File: src/rtl/fetch_issue_if.sv
// Fetch/issue bus: instruction-memory request channel plus the decode-facing issue channel.
`timescale 1ns/1ps
interface fetch_issue_if #(
   parameter int IW = 16,
   parameter int AW = 8
);
   logic          imem_req;
   logic [AW-1:0] imem_addr;
   logic          imem_ack;
   logic [IW-1:0] imem_rdata;
   logic          ir_valid;
   logic          ir_ready;
   logic [IW-1:0] ir_instr;
   logic [3:0]    ir_opcode;
   logic [AW-1:0] ir_pc;
   logic          ir_illegal;

   modport master (
      output imem_req, imem_addr,
      input  imem_ack, imem_rdata,
      output ir_valid, ir_instr, ir_opcode, ir_pc, ir_illegal,
      input  ir_ready
   );

   modport slave (
      input  imem_req, imem_addr,
      output imem_ack, imem_rdata,
      input  ir_valid, ir_instr, ir_opcode, ir_pc, ir_illegal,
      output ir_ready
   );
endinterface

File: src/rtl/fetch_issue.sv
// Instruction fetch/issue: walks a PC, fetches over req/ack, buffers words in a small
// FIFO for decode, and flushes buffered and in-flight words on a branch redirect.
`timescale 1ns/1ps
module fetch_issue #(
   parameter int            IW       = 16,
   parameter int            AW       = 8,
   parameter int            DEPTH    = 2,
   parameter logic [AW-1:0] RESET_PC = '0
) (
   input  logic          clk,
   input  logic          rst_n,
   input  logic          en,
   input  logic          redirect,
   input  logic [AW-1:0] redirect_pc,
   fetch_issue_if.master bus
);
   localparam int PW = (DEPTH > 1) ? $clog2(DEPTH) : 1;
   localparam int CW = $clog2(DEPTH + 1);

   typedef enum logic [1:0] {IDLE, REQ, DISCARD} state_t;

   state_t        state, state_nxt;
   logic [AW-1:0] pc, pc_nxt, addr;
   logic [IW-1:0] instr_mem [DEPTH];
   logic [AW-1:0] pc_mem    [DEPTH];
   logic [PW-1:0] rd_ptr, wr_ptr;
   logic [CW-1:0] count;
   logic [CW:0]   cnt_after;
   logic [IW-1:0] head_instr;
   logic          empty, push, pop, room;

   function automatic logic [PW-1:0] inc(input logic [PW-1:0] p);
      return (p == PW'(DEPTH - 1)) ? '0 : p + PW'(1);
   endfunction

   function automatic logic legal_op(input logic [3:0] op);
      case (op)
         4'h0, 4'h1, 4'h2, 4'h3, 4'h4, 4'h5, 4'h8, 4'h9, 4'hA, 4'hC: return 1'b1;
         default: return 1'b0;
      endcase
   endfunction

   // Redirect overrides both FIFO ports; the flush leaves room for the refetch.
   assign empty     = (count == '0);
   assign push      = (state == REQ) && bus.imem_ack && !redirect;
   assign pop       = !empty && bus.ir_ready && !redirect;
   assign cnt_after = (CW+1)'(count) + (CW+1)'(push) - (CW+1)'(pop);
   assign room      = redirect || (cnt_after < (CW+1)'(DEPTH));

   always_ff @(posedge clk or negedge rst_n) begin
      if (!rst_n) state <= IDLE;
      else        state <= state_nxt;
   end

   always_comb begin
      state_nxt = state;
      case (state)
         IDLE: begin
            if (!redirect && en && room) state_nxt = REQ;
         end
         REQ: begin
            if (redirect && !bus.imem_ack) state_nxt = DISCARD;
            else if (bus.imem_ack)         state_nxt = (en && room) ? REQ : IDLE;
         end
         DISCARD: begin
            if (bus.imem_ack) state_nxt = (en && room) ? REQ : IDLE;
         end
         default: state_nxt = IDLE;
      endcase
   end

   always_comb begin
      head_instr     = empty ? '0 : instr_mem[rd_ptr];
      bus.imem_req   = (state != IDLE);
      bus.imem_addr  = addr;
      bus.ir_valid   = !empty;
      bus.ir_instr   = head_instr;
      bus.ir_opcode  = head_instr[IW-1:IW-4];
      bus.ir_pc      = empty ? '0 : pc_mem[rd_ptr];
      bus.ir_illegal = !empty && !legal_op(head_instr[IW-1:IW-4]);
   end

   always_comb begin
      pc_nxt = pc;
      if (redirect)  pc_nxt = redirect_pc;
      else if (push) pc_nxt = pc + AW'(1);
   end

   // addr latches only when a new request starts, so a DISCARD keeps the stale address.
   always_ff @(posedge clk or negedge rst_n) begin
      if (!rst_n) begin
         pc   <= RESET_PC;
         addr <= RESET_PC;
      end else begin
         pc <= pc_nxt;
         if (state_nxt == REQ) addr <= pc_nxt;
      end
   end

   always_ff @(posedge clk or negedge rst_n) begin
      if (!rst_n) begin
         rd_ptr <= '0;
         wr_ptr <= '0;
         count  <= '0;
      end else if (redirect) begin
         rd_ptr <= '0;
         wr_ptr <= '0;
         count  <= '0;
      end else begin
         if (push) wr_ptr <= inc(wr_ptr);
         if (pop)  rd_ptr <= inc(rd_ptr);
         count <= cnt_after[CW-1:0];
      end
   end

   always_ff @(posedge clk) begin
      if (push) begin
         instr_mem[wr_ptr] <= bus.imem_rdata;
         pc_mem[wr_ptr]    <= pc;
      end
   end
endmodule

File: src/flat_wrapper.sv
// flat-port wrapper written by rule: the top's interface ports become plain ports
module fetch_issue_flat 
#(
   parameter int            IW       = 16,
   parameter int            AW       = 8,
   parameter int            DEPTH    = 2,
   parameter logic [AW-1:0] RESET_PC = '0
)
  (clk, rst_n, en, redirect, redirect_pc, bus_imem_req, bus_imem_addr, bus_imem_ack, bus_imem_rdata, bus_ir_valid, bus_ir_instr, bus_ir_opcode, bus_ir_pc, bus_ir_illegal, bus_ir_ready);
  fetch_issue_if #(.IW(IW), .AW(AW)) bus_i ();
  input  logic clk;
  input  logic rst_n;
  input  logic en;
  input  logic redirect;
  input  logic [AW-1:0] redirect_pc;
  output wire logic [$bits(bus_i.imem_req)-1:0] bus_imem_req;
  output wire logic [$bits(bus_i.imem_addr)-1:0] bus_imem_addr;
  input wire logic [$bits(bus_i.imem_ack)-1:0] bus_imem_ack;
  input wire logic [$bits(bus_i.imem_rdata)-1:0] bus_imem_rdata;
  output wire logic [$bits(bus_i.ir_valid)-1:0] bus_ir_valid;
  output wire logic [$bits(bus_i.ir_instr)-1:0] bus_ir_instr;
  output wire logic [$bits(bus_i.ir_opcode)-1:0] bus_ir_opcode;
  output wire logic [$bits(bus_i.ir_pc)-1:0] bus_ir_pc;
  output wire logic [$bits(bus_i.ir_illegal)-1:0] bus_ir_illegal;
  input wire logic [$bits(bus_i.ir_ready)-1:0] bus_ir_ready;
  assign bus_imem_req = bus_i.imem_req;
  assign bus_imem_addr = bus_i.imem_addr;
  assign bus_i.imem_ack = bus_imem_ack;
  assign bus_i.imem_rdata = bus_imem_rdata;
  assign bus_ir_valid = bus_i.ir_valid;
  assign bus_ir_instr = bus_i.ir_instr;
  assign bus_ir_opcode = bus_i.ir_opcode;
  assign bus_ir_pc = bus_i.ir_pc;
  assign bus_ir_illegal = bus_i.ir_illegal;
  assign bus_i.ir_ready = bus_ir_ready;
  fetch_issue #(.IW(IW), .AW(AW), .DEPTH(DEPTH), .RESET_PC(RESET_PC)) u_core (.clk(clk), .rst_n(rst_n), .en(en), .redirect(redirect), .redirect_pc(redirect_pc), .bus(bus_i));
endmodule
File: config.mk
export PLATFORM = sky130hd
export DESIGN_NAME = fetch_issue_flat
export DESIGN_NICKNAME = d
export VERILOG_FILES = /design/src/rtl/fetch_issue_if.sv /design/src/rtl/fetch_issue.sv /design/src/flat_wrapper.sv
export SDC_FILE = /design/constraint.sdc
export NUM_CORES = 1
export LEC_CHECK = 0
export CELL_PAD_IN_SITES_DETAIL_PLACEMENT = 1
export CELL_PAD_IN_SITES_GLOBAL_PLACEMENT = 1
export CORE_AREA = 2 2 107 109
export DETAILED_ROUTE_END_ITERATION = 7
export DIE_AREA = 0 0 109 111
export HOLD_SLACK_MARGIN = 0.1
export PLACE_DENSITY = 0.67
export SLEW_MARGIN = 25
export SYNTH_ARGS = -nofsm -noshare
export SYNTH_HDL_FRONTEND = slang
export SYNTH_SLANG_ARGS = --single-unit
File: constraint.sdc
create_clock -name clk -period 4.75 [get_ports clk]
set_clock_uncertainty 0.1 [all_clocks]
set_input_delay 1.1875 -clock clk [delete_from_list [all_inputs] [get_ports clk]]
set_output_delay 1.1875 -clock clk [all_outputs]
set_load 0.01 [all_outputs]
* Word-level counts from Yosys, hierarchy flattened
Memories as Yosys holds them, arrays and structs flattened.
Cells that the tools add are included.
** Cells by class
- $add $sub $neg :: 5
- Magnitude comparators :: 1
- Equality and inequality tests :: 3
- Multiplexer cells :: 18
- Reductions and logical operators :: 19
** Operators by type and width (number)
- $mux W8 :: 3
- $mux W16 :: 1
- $logic_and A1 B1 Y1 :: 9
- $mux W1 :: 9
- $add A8 B1 Y8 const B :: 1
- $mux W2 :: 4
- $pmux W2 S3 :: 1
- $reduce_bool A2 Y1 :: 3
- $eq A2 B1 Y1 const B :: 2
- $logic_not A1 Y1 :: 4
- $logic_not A2 Y1 :: 2
- $add A2 B1 Y3 :: 1
- $lt A3 B2 Y1 const B :: 1
- $sub A3 B1 Y3 :: 1
- $add A1 B1 Y1 const B :: 2
- $eq A2 B2 Y1 const B :: 1
- $logic_or A1 B1 Y1 :: 1
** Word-level totals
- Register bits after elaboration :: 22
- Memory bits (writable) :: 48
- ROM bits :: 16
- Input bits :: 30
- Output and inout port bits :: 39
- Memories kept :: 3
** Memory list
- u_core.instr_mem :: depth 2, bits a word 16, read ports 1, clocked after Yosys merged registers in 0, write ports 1, line fetch_issue.sv:24 : logic [IW-1:0] instr_mem [DEPTH];
- (no name shown) :: depth 16, bits a word 1, read ports 1, clocked after Yosys merged registers in 0, write ports 0, line fetch_issue.sv:37 : case (op)
- u_core.pc_mem :: depth 2, bits a word 8, read ports 1, clocked after Yosys merged registers in 0, write ports 1, line fetch_issue.sv:25 : logic [AW-1:0] pc_mem [DEPTH];

* Depth between registers and ports, before layout
- Depth in word-level cells :: 13
- Mapped depth :: 13
- Gate-level depth less buffers :: 13

* Worst setup path after synthesis
Ideal clock, no wire load.
- Kind :: input port to flip-flop
- Start :: input redirect
- End :: register u_core.addr[0] (netlist: u_core.bus.imem_addr[0])
- Setup time :: 0.125 ns
- Data arrival time :: 3.644 ns
- Required time :: 4.525 ns
- Path slack :: 0.881 ns
- Stages on the path :: 12
- Buffers on the path :: 2
- Cell sequence :: buf_2 > clkbuf_1 > nor2_1 > ha_1 > inv_1 > ha_1 > fa_1 > xnor2_1 > nor4_1 > o31ai_2 > o41ai_4 > mux2_2
** Between the ends
- Cells in the longest elaborated chain, start to end :: 12
** RTL lines
- from (decl) :: line flat_wrapper.sv:14 : input logic redirect;
- $logic_not A1 Y1 :: line fetch_issue.sv:45, fetch_issue.sv:46, fetch_issue.sv:59
- $logic_and A1 B1 Y1 :: line fetch_issue.sv:45 : assign push = (state == REQ) && bus.imem_ack && !redirect;
- $add A2 B1 Y3 :: line fetch_issue.sv:47 : assign cnt_after = (CW+1)'(count) + (CW+1)'(push) - (CW+1)'(pop);
- $sub A3 B1 Y3 :: line fetch_issue.sv:47
- $lt A3 B2 Y1 :: line fetch_issue.sv:48 : assign room = redirect || (cnt_after < (CW+1)'(DEPTH));
- $logic_or A1 B1 Y1 :: line fetch_issue.sv:48
- $logic_and A1 B1 Y1 :: line fetch_issue.sv:63, fetch_issue.sv:66
- $mux W1 :: line fetch_issue.sv:63, fetch_issue.sv:66
- $mux W2 :: line fetch_issue.sv:63, fetch_issue.sv:66
- $mux W2 :: line fetch_issue.sv:62 : if (redirect && !bus.imem_ack) state_nxt = DISCARD;
- $pmux W2 S3 * :: line fetch_issue.sv:57 : case (state)
- net u_core.state_nxt[0] :: line fetch_issue.sv:22 : state_t state, state_nxt;
- $eq A2 B1 Y1 * :: line fetch_issue.sv:96 : if (state_nxt == REQ) addr <= pc_nxt;
- to (signal assigned) :: line fetch_issue.sv:96
- to (decl) :: line fetch_issue.sv:23 : logic [AW-1:0] pc, pc_nxt, addr;
The timed path passes the listed nets; every way through them passes the cells marked *.
A chain may end at the register's enable or synchronous reset.

* Final worst setup path
- Start :: input bus_imem_ack
- End :: register u_core.addr[6] (netlist: u_core.bus.imem_addr[6])
** Between the ends
- Cells in the longest elaborated chain, start to end :: 12
** RTL lines
- from (decl) :: line flat_wrapper.sv:18 : input wire logic [$bits(bus_i.imem_ack)-1:0] bus_imem_ack;
- $logic_and A1 B1 Y1 (2 in a row) :: line fetch_issue.sv:45
- $add A2 B1 Y3 :: line fetch_issue.sv:47
- $sub A3 B1 Y3 :: line fetch_issue.sv:47
- $lt A3 B2 Y1 :: line fetch_issue.sv:48
- $logic_or A1 B1 Y1 :: line fetch_issue.sv:48
- $logic_and A1 B1 Y1 :: line fetch_issue.sv:63, fetch_issue.sv:66
- $mux W1 :: line fetch_issue.sv:63, fetch_issue.sv:66
- $mux W2 :: line fetch_issue.sv:63, fetch_issue.sv:66
- $mux W2 :: line fetch_issue.sv:62
- $pmux W2 S3 * :: line fetch_issue.sv:57
- net u_core.state_nxt[0] :: line fetch_issue.sv:22
- $eq A2 B1 Y1 * :: line fetch_issue.sv:96
Marked as above.

==> results.txt <==
Outcome: complete, no violations
Highest clock rate: 0.2525 GHz
CTS root buffer: clkbuf_16
Main synth FF type: edfxtp_1
Mapped Area: 3012 µm²
Gr ovfl total: 0
# placed instances: 418
ANT nets after route: 0
Seq/Total Area, Yosys: 0.6614
Layout cells sized above 1: 0.1271
Nets@finish: 320
Clk_lat worst skew: 0.33 ns
Die Y: 111 µm
Post-synth top area cell: edfxtp_1
R2r setup slk: 1.34 ns
Sequential Power Share: 0.421
Reg2Reg Launch Point: u_core.count[1]
Lkg Pwr: 1.480 nW
Final Cell Area: 4135 µm²
Row count: 39
Post_cts resized: 0
Net Sw Frac: 0.2390
Synth Register Bits: 70
Hold bufs inserted after CTS: 0
Number of global-route vias before repair: 2,039
CP max FO: 9
Die width: 109 µm
Synth top area cells: edfxtp_1 48%, dfrtp_1 18%, mux2i_1 8.3%, nor2_1 4.0%, mux2_2 3.4%
Mean post-synth cell area: 13.88 µm²
Post-Route WL: 6357 µm
Top Ports: 69
Number of synthesis warnings: 0
CTS tree: yes
Buf+Inv Stages, Crit Path: 1
1st-iter DRT viols: 54
Critical path's largest stage delay: 0.68 ns
Initial antenna violation count: 0
Post-CTS Setup Bufs: 0
R2r endpoint: u_core.bus.imem_addr[6]
Area grow syn2layout: 37.31%
Final Max Tran Viols: 0
Min-delay worst type: reg -> reg
Final Instance Count excl. Fillers: 434
CP Launch Point: bus_imem_ack
Distinct cell type count after synthesis: 34
Slowest-stage cell, CP: clkdlybuf4s50_1
Setup crit start kind: input pin
Total clock sinks: 70
Worst reg2reg path depth: 14
PwrDens: 438.6 nW/µm²
Final HPWL DP: 4442 µm
Placer Congestion: 0.7490
Wire per inst: 14.65 µm
Hold Path Stages: 1
Worst vdd ir: 0.2195 mV
Worst-Margin Slew: 0.8156 ns
Largest delay contributor family on the critical path: simple AND/OR/NAND/NOR gates
Synth cell count leaders: 48 x edfxtp_1, 32 x nor2_1, 25 x mux2i_1, 22 x dfrtp_1, 13 x nand2_1
RSZ-0062 raised after global routing: no
Cells after Synth: 217
Syn_nets: 251
Via count: 1,868
H-tree depth: 3
Worst hold start: u_core.bus.imem_addr[5]
Comb pwr share: 0.200
CTS buffer count: 9
Tmin final: 3.960 ns
IO buf count: 68
Relative slew margins: 0.4563
Top cell type's share of synthesized area: 0.4786
Critical Path AT: 4.07 ns
P_sw: 0.4335 mW
Pint: 1.380 mW
Fillers: 1,187
Count leader, synth: edfxtp_1
First-pass GRT wire length: 10,380 µm
Crit path cell chain: clkdlybuf4s50_1 > nand3b_2 > nor2_1 > ha_1 > fa_1 > nor4_1 > o31ai_2 > o41ai_4 > mux2_2
CP Class: in -> reg
Setup slack after layout: 0.7898 ns
Drt drc: 0
CTS Buffer Depth: 2
GRT Resource Usage Total: 0.1139
Vias per cell: 4.304
Worst setup EP type: register
Pre-CTS setup slack: 0.4631 ns
Asr flop ratio synth: 0.3143
Hold Slack: 0.4064 ns
Core area: 11,080 µm²
CTS clk-pin slew, worst paths: 0.05 ns
Total Neg Setup Slack: 0 ns
Pwr Total: 1.814 mW
Die footprint: 12,100 µm²
WP data required: 4.86 ns
Pre-antenna DRT Iters: 4
Largest net degree at the start of global routing: 28
Final core utilization: 0.3733
Hold Path End: u_core.bus.imem_addr[5]
Period utilization: 0.8337
EDFF count, synth: 48
Setup Viol. Count Final: 0
Clock power share: 0.378
# diodes: 0
Placed cell area: 3832 µm²
# Max-Cap Violations: 0
Initial core utilization: 0.2719
Hold Violations, Final: 0
[layer usage]
layer / vias up / global-route usage / share of wire
li1: 901 / - / -
met1: 897 / 0.1391 / 0.43
met5: - / 0 / 0
met3: 9 / 0.03939 / 0.057
met4: 0 / 0.03590 / 0.014
met2: 61 / 0.1872 / 0.50
[worst max-delay path by stage]
stage / to / slack (ns) / cells past startpoint
after floorplan: u_core.bus.imem_addr[0] / 0.88 / 12
after global placement: u_core.bus.imem_addr[4] / 0.59 / 9
after detailed placement: u_core.bus.imem_addr[4] / 0.46 / 9
after CTS: u_core.bus.imem_addr[6] / 0.79 / 9
after global routing: u_core.bus.imem_addr[6] / 0.63 / 9
final: u_core.bus.imem_addr[6] / 0.79 / 9
[state kept, by name, summed over array words and instances (netlist names)]
| name | flops |
|---|---|
| u_core.instr_mem | 32 |
| u_core.rd_ptr | 1 |
| u_core.state | 2 |
| u_core.pc_mem | 16 |
| u_core.pc | 8 |
| u_core.count | 2 |
| u_core.wr_ptr | 1 |
| u_core.bus.imem_addr | 8 |
[placed cells by master, fill, tap and decap left out, types with 2 or more instances in the layout]
master / instances
nor4_1: 3
buf_4: 5
clkbuf_1: 2
nand3b_1: 2
clkbuf_16: 9
inv_1: 8
nor2b_1: 2
ha_1: 3
o21ai_0: 6
nand3_1: 2
xnor2_1: 6
xor2_1: 4
mux2i_1: 25
bufinv_16: 2
clkdlybuf4s50_1: 67
clkinv_2: 3
nor3_1: 2
dfrtp_1: 22
mux2_2: 9
edfxtp_1: 48
nand2_1: 13
nor2_1: 31
[layout make-up]
type | count | area (µm²) | area share
clock buffer | 11 | 232.7 | 0.05628
clock inverter | 5 | 75.07 | 0.01815
tap | 143 | 178.9 | 0.04327
timing repair buffer | 73 | 713.2 | 0.1725
inverter | 8 | 30.03 | 0.007262
sequential | 70 | 1992 | 0.4817
multi-input combinational | 124 | 913.4 | 0.2209
[kinds of logic (layout without fill, tap and decap cells)]
family | after synthesis | in the layout | share of synthesized area
flops | 70 | 70 | 0.6614
xor+xnor | 10 | 10 | 0.02908
buf+inv | 23 | 97 | 0.03780
compound gates | 13 | 13 | 0.03531
simple gates | 63 | 63 | 0.1005
fa+ha+maj | 4 | 4 | 0.01911
mux | 34 | 34 | 0.1167
[power by group through the flow]
stage	Sequential, mW	Clock, mW	Combinational (mW)
after detailed placement	0.776	0	0.370
after global routing	0.775	0.731	0.395
after global placement	0.774	0	0.363
after CTS	0.766	0.708	0.372
after floorplan	0.771	0	0.181
final	0.764	0.686	0.364
(Power assumes the default switching activity.)
